===== src/rtl/fifo_pkg.sv =====
// rtl/fifo_pkg.sv - shared types, level helper and parameter range limits for the sync FIFO
package fifo_pkg;

    typedef enum logic {
        FIFO_REG  = 1'b0,
        FIFO_FWFT = 1'b1
    } fifo_mode_e;

    localparam int AF_THRESH_MIN = 1;
    localparam int AE_THRESH_MIN = 0;

    function automatic bit fifo_af_ok(input int af_thresh, input int asize);
        return (af_thresh >= AF_THRESH_MIN) && (af_thresh <= (1 << asize));
    endfunction

    function automatic bit fifo_ae_ok(input int ae_thresh, input int asize);
        return (ae_thresh >= AE_THRESH_MIN) && (ae_thresh <= (1 << asize) - 1);
    endfunction

    // Pointers carry one extra wrap bit, so the difference modulo 2^(asize+1) is the fill level.
    function automatic logic [31:0] fifo_level(input logic [31:0] wptr,
                                               input logic [31:0] rptr,
                                               input int          asize);
        logic [31:0] mask;
        mask = (32'd1 << (asize + 1)) - 32'd1;
        return (wptr - rptr) & mask;
    endfunction

endpackage


===== src/rtl/fifo_mem.sv =====
// rtl/fifo_mem.sv - FIFO storage array, synchronous write and asynchronous read
module fifo_mem #(
    parameter int DSIZE = 8,
    parameter int ASIZE = 4
) (
    input  logic             clk,
    input  logic             i_wen,
    input  logic [ASIZE-1:0] i_waddr,
    input  logic [DSIZE-1:0] i_wdata,
    input  logic [ASIZE-1:0] i_raddr,
    output logic [DSIZE-1:0] o_rdata
);

    localparam int MEMDEPTH = 1 << ASIZE;

    logic [DSIZE-1:0] r_mem [MEMDEPTH];

    always_ff @(posedge clk) begin
        if (i_wen) begin
            r_mem[i_waddr] <= i_wdata;
        end
    end

    assign o_rdata = r_mem[i_raddr];

endmodule


===== src/rtl/beh_sync_fifo.sv =====
// rtl/beh_sync_fifo.sv - single-clock FIFO with level, almost flags, sticky errors, REG/FWFT read
module beh_sync_fifo
    import fifo_pkg::*;
#(
    parameter int DSIZE     = 8,
    parameter int ASIZE     = 4,
    parameter int FWFT      = 0,
    parameter int AF_THRESH = (1 << ASIZE) - 2,
    parameter int AE_THRESH = 2
) (
    input  logic             clk,
    input  logic             rst_n,
    input  logic [DSIZE-1:0] wdata,
    input  logic             winc,
    output logic             wfull,
    output logic             walmost_full,
    input  logic             rinc,
    output logic [DSIZE-1:0] rdata,
    output logic             rempty,
    output logic             ralmost_empty,
    output logic [ASIZE:0]   level,
    output logic             overflow,
    output logic             underflow,
    input  logic             err_clr
);

    localparam int          MEMDEPTH = 1 << ASIZE;
    localparam fifo_mode_e  MODE     = (FWFT != 0) ? FIFO_FWFT : FIFO_REG;
    localparam logic [ASIZE:0] FULL_L = (ASIZE + 1)'(MEMDEPTH);
    localparam logic [ASIZE:0] AF_L   = (ASIZE + 1)'(AF_THRESH);
    localparam logic [ASIZE:0] AE_L   = (ASIZE + 1)'(AE_THRESH);

    if (!fifo_af_ok(AF_THRESH, ASIZE)) begin : g_bad_af
        $error("AF_THRESH out of range 1..MEMDEPTH");
    end
    if (!fifo_ae_ok(AE_THRESH, ASIZE)) begin : g_bad_ae
        $error("AE_THRESH out of range 0..MEMDEPTH-1");
    end

    logic [ASIZE:0]   r_wptr;
    logic [ASIZE:0]   r_rptr;
    logic [DSIZE-1:0] r_rdata;
    logic             r_overflow;
    logic             r_underflow;
    logic [ASIZE:0]   w_level;
    logic             w_full;
    logic             w_empty;
    logic             w_wr_en;
    logic             w_rd_en;
    logic [DSIZE-1:0] w_mem_rdata;

    assign w_level = (ASIZE + 1)'(fifo_level(32'(r_wptr), 32'(r_rptr), ASIZE));
    assign w_full  = (w_level == FULL_L);
    assign w_empty = (w_level == '0);
    assign w_wr_en = winc && !w_full;
    assign w_rd_en = rinc && !w_empty;

    fifo_mem #(
        .DSIZE (DSIZE),
        .ASIZE (ASIZE)
    ) u_mem (
        .clk     (clk),
        .i_wen   (w_wr_en),
        .i_waddr (r_wptr[ASIZE-1:0]),
        .i_wdata (wdata),
        .i_raddr (r_rptr[ASIZE-1:0]),
        .o_rdata (w_mem_rdata)
    );

    always_ff @(posedge clk or negedge rst_n) begin
        if (!rst_n) begin
            r_wptr <= '0;
            r_rptr <= '0;
        end else begin
            if (w_wr_en) begin
                r_wptr <= r_wptr + 1'b1;
            end
            if (w_rd_en) begin
                r_rptr <= r_rptr + 1'b1;
            end
        end
    end

    // Registered mode captures the head word on the pop edge; unused in FWFT mode.
    always_ff @(posedge clk or negedge rst_n) begin
        if (!rst_n) begin
            r_rdata <= '0;
        end else if (w_rd_en) begin
            r_rdata <= w_mem_rdata;
        end
    end

    // A set event beats err_clr in the same cycle.
    always_ff @(posedge clk or negedge rst_n) begin
        if (!rst_n) begin
            r_overflow  <= 1'b0;
            r_underflow <= 1'b0;
        end else begin
            if (winc && w_full) begin
                r_overflow <= 1'b1;
            end else if (err_clr) begin
                r_overflow <= 1'b0;
            end
            if (rinc && w_empty) begin
                r_underflow <= 1'b1;
            end else if (err_clr) begin
                r_underflow <= 1'b0;
            end
        end
    end

    assign rdata         = (MODE == FIFO_FWFT) ? w_mem_rdata : r_rdata;
    assign level         = w_level;
    assign wfull         = w_full;
    assign rempty        = w_empty;
    assign walmost_full  = (w_level >= AF_L);
    assign ralmost_empty = (w_level <= AE_L);
    assign overflow      = r_overflow;
    assign underflow     = r_underflow;

endmodule


===== config.mk =====
export PLATFORM = sky130hd
export DESIGN_NAME = beh_sync_fifo
export DESIGN_NICKNAME = d
export VERILOG_FILES = /design/src/rtl/fifo_pkg.sv /design/src/rtl/fifo_mem.sv /design/src/rtl/beh_sync_fifo.sv
export SDC_FILE = /design/constraint.sdc
export NUM_CORES = 1
export LEC_CHECK = 0
export CAP_MARGIN = 20
export CORE_MARGIN = 4
export CORE_UTILIZATION = 55
export DETAILED_ROUTE_END_ITERATION = 8
export PLACE_DENSITY = 0.74
export SETUP_SLACK_MARGIN = 0.3
export SLEW_MARGIN = 20
export SYNTH_ARGS = -nofsm -noshare
export SYNTH_HDL_FRONTEND = slang
export SYNTH_SLANG_ARGS = --single-unit

===== constraint.sdc =====
create_clock -name clk -period 3.7 [get_ports clk]
set_input_delay 0.37 -clock clk [delete_from_list [all_inputs] [get_ports clk]]
set_output_delay 0.37 -clock clk [all_outputs]
set_load 0.01 [all_outputs]

Word level (Yosys, flattened, before mapping)
Memories as Yosys holds them, arrays and structs flattened. A register that Yosys moved wholly into a read port is not among the register bits.
Cells that the tools add are included.
{"block": "totals", "memories": 1, "output_inout_bits": 19, "register_bits": 12, "mem_bits_rw": 128, "word_cells": 26, "in_bits": 13}
{"block": "op_classes", "n_mux": 5, "eq_ne": 1, "reduce_logical": 10, "order_cmp": 2, "add_sub_neg": 3}
{"memory": "u_mem.r_mem", "words": 16, "word_bits": 8, "rd": 1, "rd_ports_with_merged_regs": 1, "wr": 1, "line": "fifo_mem.sv:16", "rtl": "logic [DSIZE-1:0] r_mem [MEMDEPTH];"}
{"cell": "5-bit by 1-bit adder with 5-bit output, second input constant", "count": 2}
{"cell": "5-bit equality test, second input constant", "count": 1}
{"cell": "5-bit by 4-bit greater-or-equal comparator with 1-bit output, second input constant", "count": 1}
{"cell": "5-bit by 2-bit <= comparator with 1-bit output, second input constant", "count": 1}
{"cell": "5-bit zero test", "count": 1}
{"cell": "1-bit 2-to-1 mux", "count": 5}
{"cell": "5-bit subtractor", "count": 1}
{"cell": "1-bit logical AND", "count": 4}
{"cell": "2-bit nonzero test", "count": 2}
{"cell": "1-bit zero test", "count": 3}

Longest topological paths before layout
Gate-level depths: netlist of run 1.
{"block": "logic_depth", "ltp_word": 6, "depth_mapped": 11, "mapped_depth_nobuf": 10}

By module
Synthesis of run 1 repeated with hierarchy kept, for this count alone.
{"block": "hier_totals", "hier_cells": 309, "area_unflattened_um2": 6058.3}
{"module": "fifo_mem", "cells_each": 221, "area_each_um2": 4987.3, "seq_area_each_um2": 3843.7, "instances": 1}
{"module": "beh_sync_fifo", "cells_each": 88, "area_each_um2": 1071.0, "seq_area_each_um2": 500.5, "instances": 1}

Worst setup path before layout of run 1
No wires, ideal clock.
{"block": "synth_timing", "kind": "flip-flop to flip-flop", "start": "register r_rptr[1]", "end": "memory u_mem.r_mem[3][0] (enable)", "arrival_ps": 2940, "n_path_buf": 1, "setup_ps": 383, "synth_period_minus_slack_ps": 3323, "required_time_ps": 3317, "stages_incl_launch_ff": 9, "slack_ps": 377, "path_cell_list": "dfrtp_1 -> clkbuf_1 -> inv_1 -> fa_1 -> xor2_1 -> nor4_1 -> mux2i_1 -> o211ai_1 -> nor3_1"}
{"block": "synth_via", "elab_chain_cells": 6}
{"item": "start, declared", "line": "beh_sync_fifo.sv:41", "rtl": "logic [ASIZE:0] r_rptr;"}
{"item": "start signal, assigned", "line": "beh_sync_fifo.sv:79", "rtl": "r_rptr <= r_rptr + 1'b1;"}
{"item": "5-bit subtractor", "line": "fifo_pkg.sv:26", "rtl": "return (wptr - rptr) & mask;"}
{"item": "named net level[2]", "line": "beh_sync_fifo.sv:21", "rtl": "output logic [ASIZE:0] level,"}
{"item": "5-bit equality test", "line": "beh_sync_fifo.sv:53", "rtl": "assign w_full = (w_level == FULL_L);"}
{"item": "1-bit zero test", "line": "beh_sync_fifo.sv:55", "rtl": "assign w_wr_en = winc && !w_full;"}
{"item": "1-bit logical AND", "line": "beh_sync_fifo.sv:55"}
{"item": "1-bit 2-to-1 mux", "line": "fifo_mem.sv:19", "rtl": "if (i_wen) begin"}
{"item": "1-bit 2-to-1 mux (implied by the code)", "line": "fifo_mem.sv:20", "rtl": "r_mem[i_waddr] <= i_wdata;"}
{"item": "end, declared", "line": "fifo_mem.sv:16"}
The timed path passes the listed nets, and every way through them passes these cells.

Worst setup path after layout of run 1
{"block": "layout_timing", "start": "register r_wptr[0]", "end": "output port ralmost_empty"}
{"block": "layout_via", "elab_chain_cells": 2}
{"item": "start, declared", "line": "beh_sync_fifo.sv:40", "rtl": "logic [ASIZE:0] r_wptr;"}
{"item": "start signal, assigned", "line": "beh_sync_fifo.sv:76", "rtl": "r_wptr <= r_wptr + 1'b1;"}
{"item": "5-bit subtractor", "line": "fifo_pkg.sv:26"}
{"item": "5-bit by 2-bit <= comparator with 1-bit output", "line": "beh_sync_fifo.sv:117", "rtl": "assign ralmost_empty = (w_level <= AE_L);"}
{"item": "end, declared", "line": "beh_sync_fifo.sv:20", "rtl": "output logic ralmost_empty,"}
No other way between the ends.

==> results of run 1 <==
power by group through the flow:
stage | Sequential [uW] | Combinational, uW | Clock (uW)
6_report | 2220 | 2480 | 1540
5_1_grt | 2250 | 2720 | 1650
4_1_cts | 2220 | 2490 | 1560
3_5_place_dp | 2250 | 2400 | 0
3_3_place_gp | 2240 | 2350 | 0
2_1_floorplan | 2240 | 1530 | 0
logic make-up (layout without fill, tap and decap cells):
kind of cell	Yosys count	after routing	share of synthesized area, %
compound gates	31	31	3.68
xor+xnor	12	12	1.89
fa+ha+maj	10	10	2.23
buf+inv	19	84	1.30
flops	148	148	72.9
mux	44	44	14.3
simple gates	41	41	3.61
path summary, 6_finish.rpt:
kind,startpoint,end,cells after the start
min in group clk,err_clr,underflow$_DFFE_PN0P_,3
worst max-delay path,r_wptr[0]$_DFFE_PN0P_,ralmost_empty,10
worst min register to register,r_rptr[4]$_DFFE_PN0P_,r_rptr[4]$_DFFE_PN0P_,1
worst max register to register,r_wptr[0]$_DFFE_PN0P_,u_mem.r_mem[4][1]$_DFFE_PP_,9
max in group asynchronous,rst_n,r_rptr[0]$_DFFE_PN0P_,2
worst min-delay path,rst_n,rdata[1]$_DFFE_PN0P_,2
layer usage:
| metal | share of wire (%) | track usage (%) | up-vias |
|---|---|---|---|
| met5 | 0 | 0 | - |
| met4 | 0.81 | 6.49 | 0 |
| met3 | 6.3 | 6.20 | 11 |
| met2 | 52 | 33.7 | 93 |
| met1 | 40 | 27.2 | 1580 |
| li1 | - | - | 1341 |
flip-flops by register name, indices dropped and copies added, names as in the netlist:
name and flops:
underflow 1, r_rptr 5, overflow 1, r_wptr 5
u_mem.r_mem 128, rdata 8
critical path, stage by stage, from the launching register on:
cell and delay [ns]:
dfrtp_1 0.39, inv_2 0.10, ha_1 0.16, inv_1 0.05
fa_2 0.35, a21o_1 0.20, a21oi_2 0.18, xor2_2 0.22
inv_4 0.10, a2111oi_1 0.33, clkdlybuf4s15_1 0.30
cells in the mapped netlist, types with 5 or more instances:
library cell	count
edfxtp_1	128
mux4_2	32
dfrtp_1	20
o22ai_1	16
and3_1	12
mux2_2	11
nor2_1	11
ha_1	9
inv_1	9
xnor2_1	7
a21oi_1	5
buf_2	5
nand2_1	5
through the flow:
| stage | setup slack [ns] | util, % | area [um^2] |
|---|---|---|---|
| 4_1_cts | 0.304 | 67.5 | 7030 |
| 6_report | 0.443 | 67.6 | 7050 |
| 3_5_place_dp | 0.252 | 61.9 | 6450 |
| 3_3_place_gp | 0.386 | 61.9 | 6450 |
| 5_1_grt | 0.207 | 67.6 | 7050 |
| 2_1_floorplan | 0.377 | - | 5960 |
area by class of cell:
class | instances | area (um^2)
Clock buffer | 19 | 432
Clock inverter | 13 | 111
Fill cell | 681 | 3370
Inverter | 10 | 40.0
Multi-Input combinational cell | 138 | 1560
Sequential cell | 148 | 4350
Tap cell | 136 | 170
Timing Repair Buffer | 42 | 390
what timing repair did:
item | in CTS | in global routing
hold buffers | 0 | 1
pin swaps | 2 | 0
buffers inserted | 3 | 0
resized for setup | 7 | 7
endpoints found under the setup margin | 61 | 99
endpoints found under the hold margin | 0 | 20
==> impl_results.md, run 1 <==
- Largest cells by area after synthesis: edfxtp_1 65%, mux4_2 12%, dfrtp_1 8.4%
- Crit-path max FO: 9
- Largest net degree at the start of global routing: 36
- PD cells: 886 nW/um^2
- Outcome: finished clean
- Die Area: roughly 13000 um^2
- Non-Filler Instances: ~500
- Global-route wire length before repair: 19100 um
- Avg WL per Cell: 23.6 um
- IO buf count: 31
- Commonest non-fill, non-tap cells in the layout: 128 x edfxtp_1, 32 x mux4_2, 26 x clkdlybuf4s50_1, 19 x dfrtp_1
- HPWL after DPL: 7730 um
- Fraction of registers with async set/reset: between 10% and 20%
- Final hold viol count: 0
- VDD IR max: roughly 0.48 mV
- Syn Area/Cell: a little under 20 um^2
- Detailed router's first-iteration violation count: roughly 240
- Sequential element share of the synthesized area: roughly 73%
- CP Launch Type: register
- Comb power frac: between 30% and 40%
- Horiz. Die Dim: about 110 um
- Nets: between 300 and 400
- RSZ-0062 raised after global routing: yes
- P_int: approximately 4200 uW
- Required time of the worst setup path: around 3.3 ns
- H-tree lvl count: 4
- MaxCap Viol Count: 0
- Clock tree buffer depth: 2
- Chip height: roughly 110 um
- Antenna violations before repair: 0
- Crit path kind: register to output port
- Layout cell share with drive strength beyond 1: ~27%
- Register bit count reported by yosys: ~150
- Tot GR Track Use: between 20 and 25%
- Cell Rows: 37
- Cells after Synth: between 300 and 400
- Clock Power Share: approximately a quarter
- Seq pwr share: between 30 and 40%
- Tcrit/Tclk final: between 80% and 90%
- Yosys top cell by area: edfxtp_1
- DR vias: about 3000
- Tmin final: 3.26 ns
- CTS tree: yes
- Min-delay worst type: input port to async pin
- Mapped Area: 5960 um^2
- Synth-to-Final Area Change: 18.3%
- Routability Congestion: 0.767
- Pre-Repair DR Iteration Count: 4
- Root buf cell: clkbuf_8
- Final ANT Viol Nets: 0
- Ys flop type: edfxtp_1
- GRT overflow: 0
- Setup_tns: 0 ns
- Number of buffers inserted during clock tree synthesis: 17
- Clock Sinks: roughly 150
- Cells after DPL: 470
- Slew headroom: between 50% and 60%
- Ys Warns: 0
- Synth top area share: ~65%
- P_sw: a little over 2000 uW
- Pwr Total: between 6000 and 7000 uW
- Commonest non-fill, non-tap cell in the layout: edfxtp_1
- Slew @ Worst Pin: slightly below 0.7 ns
- Reg2Reg Setup Slack: approximately 0.45 ns
- I/O Pins: 32
- Clock skew: 0.0105 ns
- DRC Markers: 0
- Crit end category: output port
- Number of synthesized flops with an enable pin: ~130
- Distinct cells, synth: 34
- Vias in the first global route: about 3300
- Drt via density: between 5 and 6
- Initial Utilization: 57.2%
- Antenna cell count: 0
- Switching share of power: between 30% and 40%
- Worst-Skew Late Latency: slightly above 0.5 ns
- Final Hold Slack: about 0.38 ns
- Final WL: between 10000 and 15000 um
- # setup viols final: 0
- Static leakage: approximately 0.0024 uW
- Clk slew on worst S/H paths: around 0.060 ns
- WP data arrival: around 2.9 ns
- F_max: about 0.31 GHz
- Max-slew violations: 0
- Synthesized Nets: between 300 and 400
- Placeable Area: approximately 10000 um^2
Note: power is estimated with default switching activity, not from simulation.
==> inputs of run 2 (changes only) <==
- SYNTH_HIERARCHICAL: not set -> 1
==> run 2 against run 1 <==
- worst hold slack got worse by 0.043 ns
- register-to-register slack got worse by 0.04 ns
- routed wire length fell by 3.7%
- final cell count rose by 1.6%
- critical path type is now register to register
- critical endpoint is now u_mem/r_mem[9][0]$_DFFE_PP_
==> impl_results.md, run 2 <==
- Area of the multi-input gates: 1630 um^2 (+4.6%)
- Tmin final: 3.29 ns (+0.0289 ns)
- MaxCap Viol Count: 0 (unchanged)
- Syn Area/Cell: 19.6 um^2 (+0.41%)
- Routability Congestion: 0.781 (+1.8%)
- Synth top area share: 63.4% (-1.1 points)
- Static leakage: 0.00255 uW (+4.3%)
- Global-route wire length before repair: 18100 um (-5.2%)
- Cells after Synth: 309 (+1.3%)
- WP data arrival: 3.43 ns (+0.54 ns)
- HPWL after DPL: 7220 um (-6.7%)
- Crit end category: register
- Uppermost layer routed: met4
- Mapped Area: 6060 um^2 (+1.7%)
- VDD IR max: 0.703 mV (+46%)
- Distinct cells, synth: 40 (+18%)
- Register area: 4350 um^2 (about the same)
- Required time of the worst setup path: 3.85 ns (+0.52 ns)
- Antenna cell count: 0 (unchanged)
- Register bit count reported by yosys: 148 (unchanged)
- Sequential element share of the synthesized area: 71.7% (-1.2 points)
- Avg WL per Cell: 22.4 um (-5.2%)
- Die Area: 12800 um^2 (+1.6%)
- Horiz. Die Dim: 113 um (+0.79%)
- Final WL: 11500 um (-3.7%)
- GRT overflow: 0 (unchanged)
- CTS tree: yes
- Top-count cell post-synth: edfxtp_1
- CP Launch Type: register
- Post-Route M1 WL: 4700 um (-2.8%)
- Slew headroom: 44.4% (-10 points)
- Tot GR Track Use: 19.5% (-1.2 points)
- Number of synthesized flops with an enable pin: 128 (unchanged)
- Commonest non-fill, non-tap cell in the layout: edfxtp_1
- Commonest non-fill, non-tap cells in the layout: 128 x edfxtp_1, 27 x clkdlybuf4s50_1, 18 x dfrtp_1, 18 x mux4_2
- DRC Markers: 0 (unchanged)
- WL met2: 5680 um (-9.3%)
- Detailed router's first-iteration violation count: 178 (-26%)
- Max-slew violations: 0 (unchanged)
- Synthesized Nets: 329 (+0.30%)
- Crit path kind: register to register
- RSZ-0062 raised after global routing: yes
- Clock skew: 0.00622 ns (-0.00427 ns)
- Final ANT Viol Nets: 0 (unchanged)
- Cell Rows: 38 (+2.7%)
- Worst-Skew Late Latency: 0.52 ns (about the same)
- Final hold viol count: 0 (unchanged)
- Min-delay worst type: input port to async pin
- Clk slew on worst S/H paths: 0.06 ns (about the same)
- Fillers: 700 (+2.8%)
- Clock tree buffer depth: 2 (unchanged)
- # setup viols final: 0 (unchanged)
- Placeable Area: 10800 um^2 (+3.6%)
- Final Hold Slack: 0.340 ns (-0.0434 ns)
- Outcome: finished clean
- Synth top cells by count: 128 x edfxtp_1, 20 x dfrtp_1, 18 x mux4_2
- F_max: 0.304 GHz (-0.88%)
- Slew @ Worst Pin: 0.831 ns (+0.146 ns)
- Layout cell share with drive strength beyond 1: 22.5% (-4.3 points)
- Largest net degree at the start of global routing: 36 (unchanged)
- Largest register FFs: 128 (unchanged)
- Synth-to-Final Area Change: 18.7%
- Antenna violations before repair: 0 (unchanged)
- Crit path from: r_wptr[0]$_DFFE_PN0P_
- Met3 WL post-DR: 742 um (-0.80%)
- Crit-path max FO: 8 (-1)
- I/O Pins: 32 (unchanged)
- Root buf cell: clkbuf_8
- RR Startpoint: r_wptr[0]$_DFFE_PN0P_
- Tcrit/Tclk final: 88.8% (+0.78 points)
- Ys Warns: 6 (+6)
- Chip height: 113 um (+0.79%)
- Pre-Repair DR Iteration Count: 5 (+1)
- Initial Utilization: 56.1% (-1.0 points)
- H-tree lvl count: 4 (unchanged)
- PD cells: 866 nW/um^2 (-2.3%)
- Nets: 381 (+0.26%)
- Vias in the first global route: 3150 (-3.8%)
- Setup_tns: 0 ns (unchanged)
- Largest cells by area after synthesis: edfxtp_1 63%, dfrtp_1 8.3%, mux4_2 6.7%
- Ys flop type: edfxtp_1
- DR vias: 3091 (+2.2%)
- Clock Sinks: 148 (unchanged)
- Drt via density: 6.01 (+0.59%)
- Largest Register: u_mem/r_mem
- Yosys top cell by area: edfxtp_1
- IO buf count: 31 (unchanged)
- Number of buffers inserted during clock tree synthesis: 17 (unchanged)
- Fraction of registers with async set/reset: 13.5% (unchanged)
## run 2: cell types whose count changed in the layout (fill, tap and decap cells not counted), moves of 6 or more
cell | before | now
a22oi_1 | 0 | 16
and3_1 | 10 | 3
mux4_1 | 0 | 14
mux4_2 | 32 | 18
nand2_1 | 5 | 11
nor2_2 | 0 | 6
o22ai_1 | 16 | 0
## run 2: cell families (layout without fill, tap and decap cells)
kind of cell / after synthesis / after routing / share of synthesized area, %
AO/OA/AOI/OAI: 26 / 26 / 3.61
XOR/XNOR: 11 / 11 / 1.59
adder cells (fa/ha/maj): 7 / 7 / 1.57
buffers and inverters: 19 / 84 / 1.98
flip-flops: 148 / 148 / 71.7
multiplexers: 42 / 42 / 14.7
AND/OR/NAND/NOR: 56 / 56 / 4.85
## run 2: layer usage
metal,vias to the layer above,track usage [%]
met4,0,10.2
met5,-,0
met2,136,30.5
met1,1567,25.8
met3,28,4.71
li1,1360,-
## run 2: metrics by stage
step / setup WS (ns) / std cells / utilization [%] / total power, uW / instance area, um^2
CTS: 0.314 / 513 / 66.3 / 6270 / 7160
detailed placement: 0.382 / 480 / 60.6 / 4500 / 6540
global route: 0.222 / 514 / 66.6 / 6550 / 7190
finish: 0.414 / 514 / 66.6 / 6230 / 7190
global placement: 0.519 / 480 / 60.6 / 4460 / 6540
floorplan: 0.335 / 309 / - / 3740 / 6060
## run 2: critical path, cell delays in order, from the launching register on
cell and delay (ns):
dfrtp_1 0.37, inv_1 0.06, ha_1 0.15, inv_1 0.05
fa_2 0.37, xor2_2 0.26, nand4b_1 0.23, a211oi_4 0.09
buf_4 0.16, nand2b_4 0.15, inv_1 0.13, nand3b_1 0.19
nor2_1 0.70
## run 2: final cells by class
class | count | share of cell area (%)
Tap cell | 140 | 2.44
Sequential cell | 148 | 60.4
Clock buffer | 21 | 6.25
Clock inverter | 11 | 2.18
Multi-Input combinational cell | 142 | 22.6
Timing Repair Buffer | 43 | 5.59
Inverter | 9 | 0.470
## run 2: power by group
part           switching [uW]  internal [uW]
logic                    1130           1120
registers                 151           2090
clock network             608           1120
## run 2: final timing paths
check / slack (ns) / depth (start not counted) / endpoint
max: 0.41 / 12 / u_mem/r_mem[9][0]$_DFFE_PP_
min: 0.34 / 2 / overflow$_DFFE_PN0P_
max reg2reg: 0.41 / 12 / u_mem/r_mem[9][0]$_DFFE_PP_
min reg2reg: 0.49 / 1 / r_wptr[4]$_DFFE_PN0P_
max in group asynchronous: 3.01 / 2 / r_wptr[1]$_DFFE_PN0P_
min in group clk: 0.48 / 3 / underflow$_DFFE_PN0P_
## run 2: timing repair
item,in CTS,in global routing
hold endpoints to repair,0,20
hold buffers,0,1
pin swaps,1,0
setup endpoints to repair,3,111
setup buffers,1,0
gates resized for setup,4,9
